## config.mk

```make
export PLATFORM = sky130hd
export DESIGN_NAME = cpu_sequencer
export DESIGN_NICKNAME = d
export VERILOG_FILES = /design/src/rtl/cpu_pkg.sv /design/src/rtl/status_flags.sv /design/src/rtl/cpu_sequencer.sv
export SDC_FILE = /design/constraint.sdc
export NUM_CORES = 1
export LEC_CHECK = 0
export BUFFER_PORTS_ARGS = -buffer_cell sky130_fd_sc_hd__buf_2
export CAP_MARGIN = 20
export CORE_MARGIN = 4
export CORE_UTILIZATION = 46
export DETAILED_ROUTE_END_ITERATION = 10
export GPL_TIMING_DRIVEN = 0
export PLACE_DENSITY_LB_ADDON = 0.25
export SETUP_SLACK_MARGIN = 0.5
export SLEW_MARGIN = 20
export SYNTH_ARGS = -nofsm -noshare
export SYNTH_HDL_FRONTEND = slang
export SYNTH_HIERARCHICAL = 1
export SYNTH_SLANG_ARGS = --single-unit
```

## constraint.sdc

```tcl
create_clock -name clk -period 4.35 [get_ports clk]
set_clock_uncertainty 0.15 [all_clocks]
set_input_delay 0.2175 -clock clk [delete_from_list [all_inputs] [get_ports clk]]
set_output_delay 0.2175 -clock clk [all_outputs]
set_load 0.02 [all_outputs]
```

## src/rtl/cpu_pkg.sv

```systemverilog
// Shared definitions for the 16-bit CPU: sequencer states, opcodes, ir field positions.
package cpu_pkg;

    typedef enum logic [1:0] {
        FETCH = 2'd0,
        EXEC1 = 2'd1,
        EXEC2 = 2'd2
    } state_e;

    localparam logic [1:0] OP_ALU = 2'b11;
    localparam logic [1:0] OP_JMP = 2'b10;
    localparam logic [1:0] OP_LDR = 2'b00;
    localparam logic [1:0] OP_STR = 2'b01;

    // Opcode field of ir.
    localparam int unsigned IR_OP_MSB = 15;
    localparam int unsigned IR_OP_LSB = 14;

endpackage

```

## src/rtl/status_flags.sv

```systemverilog
// CARRY and SKIP status flip-flops with individual enables and a skip-clear input.
// Skip-clear takes priority over the skip enable.
module status_flags (
    input  logic clk,
    input  logic rst_n,
    input  logic carryin,
    input  logic carryen,
    input  logic skipin,
    input  logic skipen,
    input  logic skipclr,
    output logic carrystatus,
    output logic skipstatus
);

    logic carry_q, carry_d;
    logic skip_q, skip_d;

    // Next-state for both flags.
    always_comb begin
        carry_d = carry_q;
        skip_d  = skip_q;
        if (carryen) begin
            carry_d = carryin;
        end
        if (skipclr) begin
            skip_d = 1'b0;
        end else if (skipen) begin
            skip_d = skipin;
        end
    end

    // Flag registers.
    always_ff @(posedge clk or negedge rst_n) begin
        if (!rst_n) begin
            carry_q <= 1'b0;
            skip_q  <= 1'b0;
        end else begin
            carry_q <= carry_d;
            skip_q  <= skip_d;
        end
    end

    assign carrystatus = carry_q;
    assign skipstatus  = skip_q;

endmodule

```

## src/rtl/cpu_sequencer.sv

```systemverilog
// Fetch/execute sequencer for the 16-bit CPU. Owns pc, ir, lddata and the status flags,
// and runs the FETCH/EXEC1/EXEC2 timing. Handles LDR, STR and JMP itself; ALU work is
// done outside and only its flag updates come back here.
// Optional build macro INSTR_COUNT_EN adds the retired-instruction counter output.
module cpu_sequencer
    import cpu_pkg::*;
#(
    parameter int unsigned ADDR_W   = 8,
    parameter int unsigned RESET_PC = 0
) (
    input  logic              clk,
    input  logic              rst_n,
    output logic [ADDR_W-1:0] mem_addr,
    input  logic [15:0]       mem_rdata,
    output logic [15:0]       mem_wdata,
    output logic              mem_wen,
    output logic [15:0]       ir,
    output logic              exec1,
    output logic              exec2,
    output logic              ldwen,
    output logic [15:0]       lddata,
    input  logic [15:0]       rddata,
    input  logic [15:0]       rsdata,
    input  logic              carryin,
    input  logic              carryen,
    input  logic              skipin,
    input  logic              skipen,
    output logic              carrystatus,
    output logic              skipstatus,
`ifdef INSTR_COUNT_EN
    output logic [31:0]       retired,
`endif
    output logic [ADDR_W-1:0] pc
);

    state_e            state_q, state_d;
    logic [ADDR_W-1:0] pc_q, pc_d;
    logic [15:0]       ir_q, ir_d;
    logic [15:0]       lddata_q, lddata_d;
    logic              flag_carryen;
    logic              flag_skipen;
    logic              skip_clr;
    logic              retire;
    logic [1:0]        op;

    // Only the low ADDR_W bits of Rs form an address.
    logic unused_rs;
    assign unused_rs = ^rsdata;

    assign op = ir_q[IR_OP_MSB:IR_OP_LSB];

    // Sequencer next-state, datapath updates and strobes.
    always_comb begin
        state_d      = state_q;
        pc_d         = pc_q;
        ir_d         = ir_q;
        lddata_d     = lddata_q;
        mem_addr     = pc_q;
        mem_wen      = 1'b0;
        exec1        = 1'b0;
        exec2        = 1'b0;
        ldwen        = 1'b0;
        flag_carryen = 1'b0;
        flag_skipen  = 1'b0;
        skip_clr     = 1'b0;
        retire       = 1'b0;
        unique case (state_q)
            FETCH: begin
                ir_d = mem_rdata;
                pc_d = pc_q + ADDR_W'(1);
                // A pending skip discards the freshly fetched instruction.
                if (skipstatus) begin
                    skip_clr = 1'b1;
                    state_d  = FETCH;
                end else begin
                    state_d = EXEC1;
                end
            end
            EXEC1: begin
                exec1   = 1'b1;
                state_d = FETCH;
                unique case (op)
                    OP_ALU: begin
                        flag_carryen = carryen;
                        flag_skipen  = skipen;
                        retire       = 1'b1;
                    end
                    OP_JMP: begin
                        pc_d   = ir_q[ADDR_W-1:0];
                        retire = 1'b1;
                    end
                    OP_STR: begin
                        mem_addr = rsdata[ADDR_W-1:0];
                        mem_wen  = 1'b1;
                        retire   = 1'b1;
                    end
                    OP_LDR: begin
                        mem_addr = rsdata[ADDR_W-1:0];
                        lddata_d = mem_rdata;
                        state_d  = EXEC2;
                    end
                endcase
            end
            EXEC2: begin
                exec2   = 1'b1;
                ldwen   = 1'b1;
                retire  = 1'b1;
                state_d = FETCH;
            end
            default: begin
                state_d = FETCH;
            end
        endcase
    end

    // Sequencer state and datapath registers.
    always_ff @(posedge clk or negedge rst_n) begin
        if (!rst_n) begin
            state_q  <= FETCH;
            pc_q     <= ADDR_W'(RESET_PC);
            ir_q     <= '0;
            lddata_q <= '0;
        end else begin
            state_q  <= state_d;
            pc_q     <= pc_d;
            ir_q     <= ir_d;
            lddata_q <= lddata_d;
        end
    end

    status_flags u_status_flags (
        .clk         (clk),
        .rst_n       (rst_n),
        .carryin     (carryin),
        .carryen     (flag_carryen),
        .skipin      (skipin),
        .skipen      (flag_skipen),
        .skipclr     (skip_clr),
        .carrystatus (carrystatus),
        .skipstatus  (skipstatus)
    );

`ifdef INSTR_COUNT_EN
    logic [31:0] retired_q, retired_d;

    // Count instructions on their final execute cycle; skipped ones never get there.
    always_comb begin
        retired_d = retired_q;
        if (retire) begin
            retired_d = retired_q + 32'd1;
        end
    end

    // Retired-instruction counter register.
    always_ff @(posedge clk or negedge rst_n) begin
        if (!rst_n) begin
            retired_q <= '0;
        end else begin
            retired_q <= retired_d;
        end
    end

    assign retired = retired_q;
`else
    logic unused_retire;
    assign unused_retire = retire;
`endif

    assign mem_wdata = rddata;
    assign ir        = ir_q;
    assign lddata    = lddata_q;
    assign pc        = pc_q;

endmodule

```

==> impl_metrics.tcl <==
set metrics [dict create \
    status "finished, final reports clean" \
    worst_pin_slew_ns 0.593 \
    grt_pass1_wl_microns 7630 \
    cp-start-kind "flop" \
    crit_fanout 9 \
    fin_ws_ns 2.08 \
    cap_violations 0 \
    post_drt_via_cell_ratio 5.11 \
    synth_flop_cell "dfrtp_1" \
    postCtsSetupRepairBufs 0 \
    clkSinkCount 44 \
    fmax_ghz 0.441 \
    grt-ovfl-total 0 \
    synthTopCellsByArea "dfrtp_1 53%, mux2_2 17%, buf_4 6.2%, mux2_1 4.9%, a21oi_1 2.9%" \
    critPathRequiredTime_ns 3.98 \
    finalMaxSlewViolations 0 \
    avgSynthCellArea_sq_um 12.4 \
    rows 24 \
    irDropWorstVdd_mv 0.400 \
    syn-cell-area_sq_um 2070 \
    hp-class "primary input to flop" \
    io_pins 124 \
    fin_util 0.649 \
    cts_made_buffers 5 \
    die-area_sq_um 5640 \
    grt_start_max_net_pins 45 \
    cts_max_path_buffers 2 \
    synth_edf_count 0 \
    clk-insertion-delay-late_ns 0.29 \
    rsz0062_at_grt "no" \
    fill_cells 353 \
    fin_crit_ns 2.27 \
    syn_inst 167 \
    syn_nets 222 \
    drc 0 \
    power_density_nw_per_um2 858 \
    slew_headroom 0.604 \
    multi_input_area_sq_um 808 \
    synth.top_cell.area_share 0.531 \
    async_reset_ff_frac 1.00 \
    globalRouteTotalUtil 0.182 \
    htreeDepth 2 \
    synth_cell_types 29 \
    first_global_vias 1598 \
    worstSetupPathType "flop to output pin" \
    cts_root_buf "clkbuf_8" \
    ant_nets 0 \
    drt_wl_total_microns 5130 \
    finalSetupViolCount 0 \
    yosysSeqAreaShare 0.531 \
    fin_cells 333 \
    power.total_w 0.00243 \
    drive_above_1_share 0.584 \
    antennaDiodeCount 0 \
    via_count 1702 \
    wl_per_cell_microns 15.4 \
    dr.pass1.iters 4 \
    preCtsSetupSlack_ns 2.38 \
    yosysMostFrequentCell "dfrtp_1" \
    post_cts_resized 0 \
    crit_path_end_kind "output pin" \
    yosysTopAreaCell "dfrtp_1" \
    fin_setup_tns_ns 0 \
    gp_congestion 0.791 \
    dp.cells 318 \
    leakagePower_nw 1.41 \
    start_util 0.476 \
    synth_common_cells "44 x dfrtp_1, 31 x mux2_2, 17 x buf_4" \
    clk_pin_slew_ns 0.08 \
    die_x_microns 75.1 \
    area_growth_pct 36.5 \
    die_h_microns 75.1 \
    finalCritPeriodShare 0.522 \
    core-area_sq_um 4350 \
    final-seq-area_sq_um 1100 \
    numPortBuffers 99 \
    drt_iter0_markers 116 \
    nNetsFinal 335 \
    cp.arrival_ns 1.90 \
    dpl.hpwl_microns 3910 \
    antenna_found_initial 0 \
    ys_seq_elements 44 \
    hold_viol_final 0 \
    synth_warnings 6 \
    cts_tree "done" \
]
==> state kept, by name (all words and copies together) (netlist names) <==
register and count:
ir 16, lddata 16, pc 8, state_q 2, u_status_flags/carrystatus 1, u_status_flags/skipstatus 1
==> cell usage in the layout, fill, tap and decap left out, types with 3 or more instances in the layout <==
cell type      instances
nand2b_1               3
a21oi_1               12
clkbuf_8               5
o21ai_0                5
dlygate4sd3_1          6
buf_4                 17
nand2_1                9
dfrtp_1               44
mux2_1                 9
buf_2                103
mux2_2                31
nand3_1                8
==> worst max-delay path, stage by stage, from the launching register on <==
cell and delay, ns:
dfrtp_1 0.46, nand2b_1 0.25, nor2_2 0.37, mux2_2 0.38, buf_2 0.16
==> cell families after synthesis <==
logic type                 share of synthesized area
AOI/OAI and AO/OA                             0.0664
adders and majority gates                    0.00604
buffers and inverters                         0.0785
DFF                                            0.531
muxes                                          0.229
and+or+nand+nor                               0.0882
==> metrics by stage <==
stage                     hold slack, ns  instance area (sq um)
after floorplan                   -0.228                   2070
after global placement             0.284                   2630
after detailed placement           0.276                   2630
after CTS                        0.00276                   2800
after global routing             0.00807                   2830
final                             0.0115                   2830
==> where the power goes <==
group | internal, W | switching, W
Combinational | 0.000555 | 0.000767
Clock | 0.000170 | 0.000130
Sequential | 0.000620 | 0.000186
Total | 0.00135 | 0.00108
==> cell type report <==
| class | instances | area share |
|---|---|---|
| flip-flops and latches | 44 | 0.389 |
| inverters | 1 | 0.00133 |
| plain buffers | 22 | 0.0562 |
| clock inverters | 2 | 0.0124 |
| well taps | 52 | 0.0230 |
| repair buffers | 106 | 0.206 |
| multi-input cells | 100 | 0.286 |
| clock buffers | 6 | 0.0257 |
==> worst paths after layout <==
check,end,slack (ns),depth (start not counted),from
max,mem_addr[6],2.08,4,state_q[1]
min,lddata[4],0.01,2,mem_rdata[4]
max reg2reg,lddata[0],2.42,4,state_q[1]
min reg2reg,state_q[0],0.33,1,u_status_flags/skipstatus
max in group asynchronous,lddata[14],3.24,3,rst_n
min in group asynchronous,lddata[3],0.31,2,rst_n
==> metal layers <==
layer  wire length, microns  share of wire  track usage  vias up
met2                   2570           0.50        0.301       81
met5                      0              0            0        -
met1                   1990           0.39        0.233      812
li1                       -              -            -      805
met3                    520           0.10       0.0427        4
met4                     49         0.0096       0.0692        0
==> repair_timing <==
action	in CTS	in global routing
setup endpoints to repair	0	0
hold buffers	6	0
endpoints found under the hold margin	49	0
Note: power is estimated with default switching activity, not from simulation.
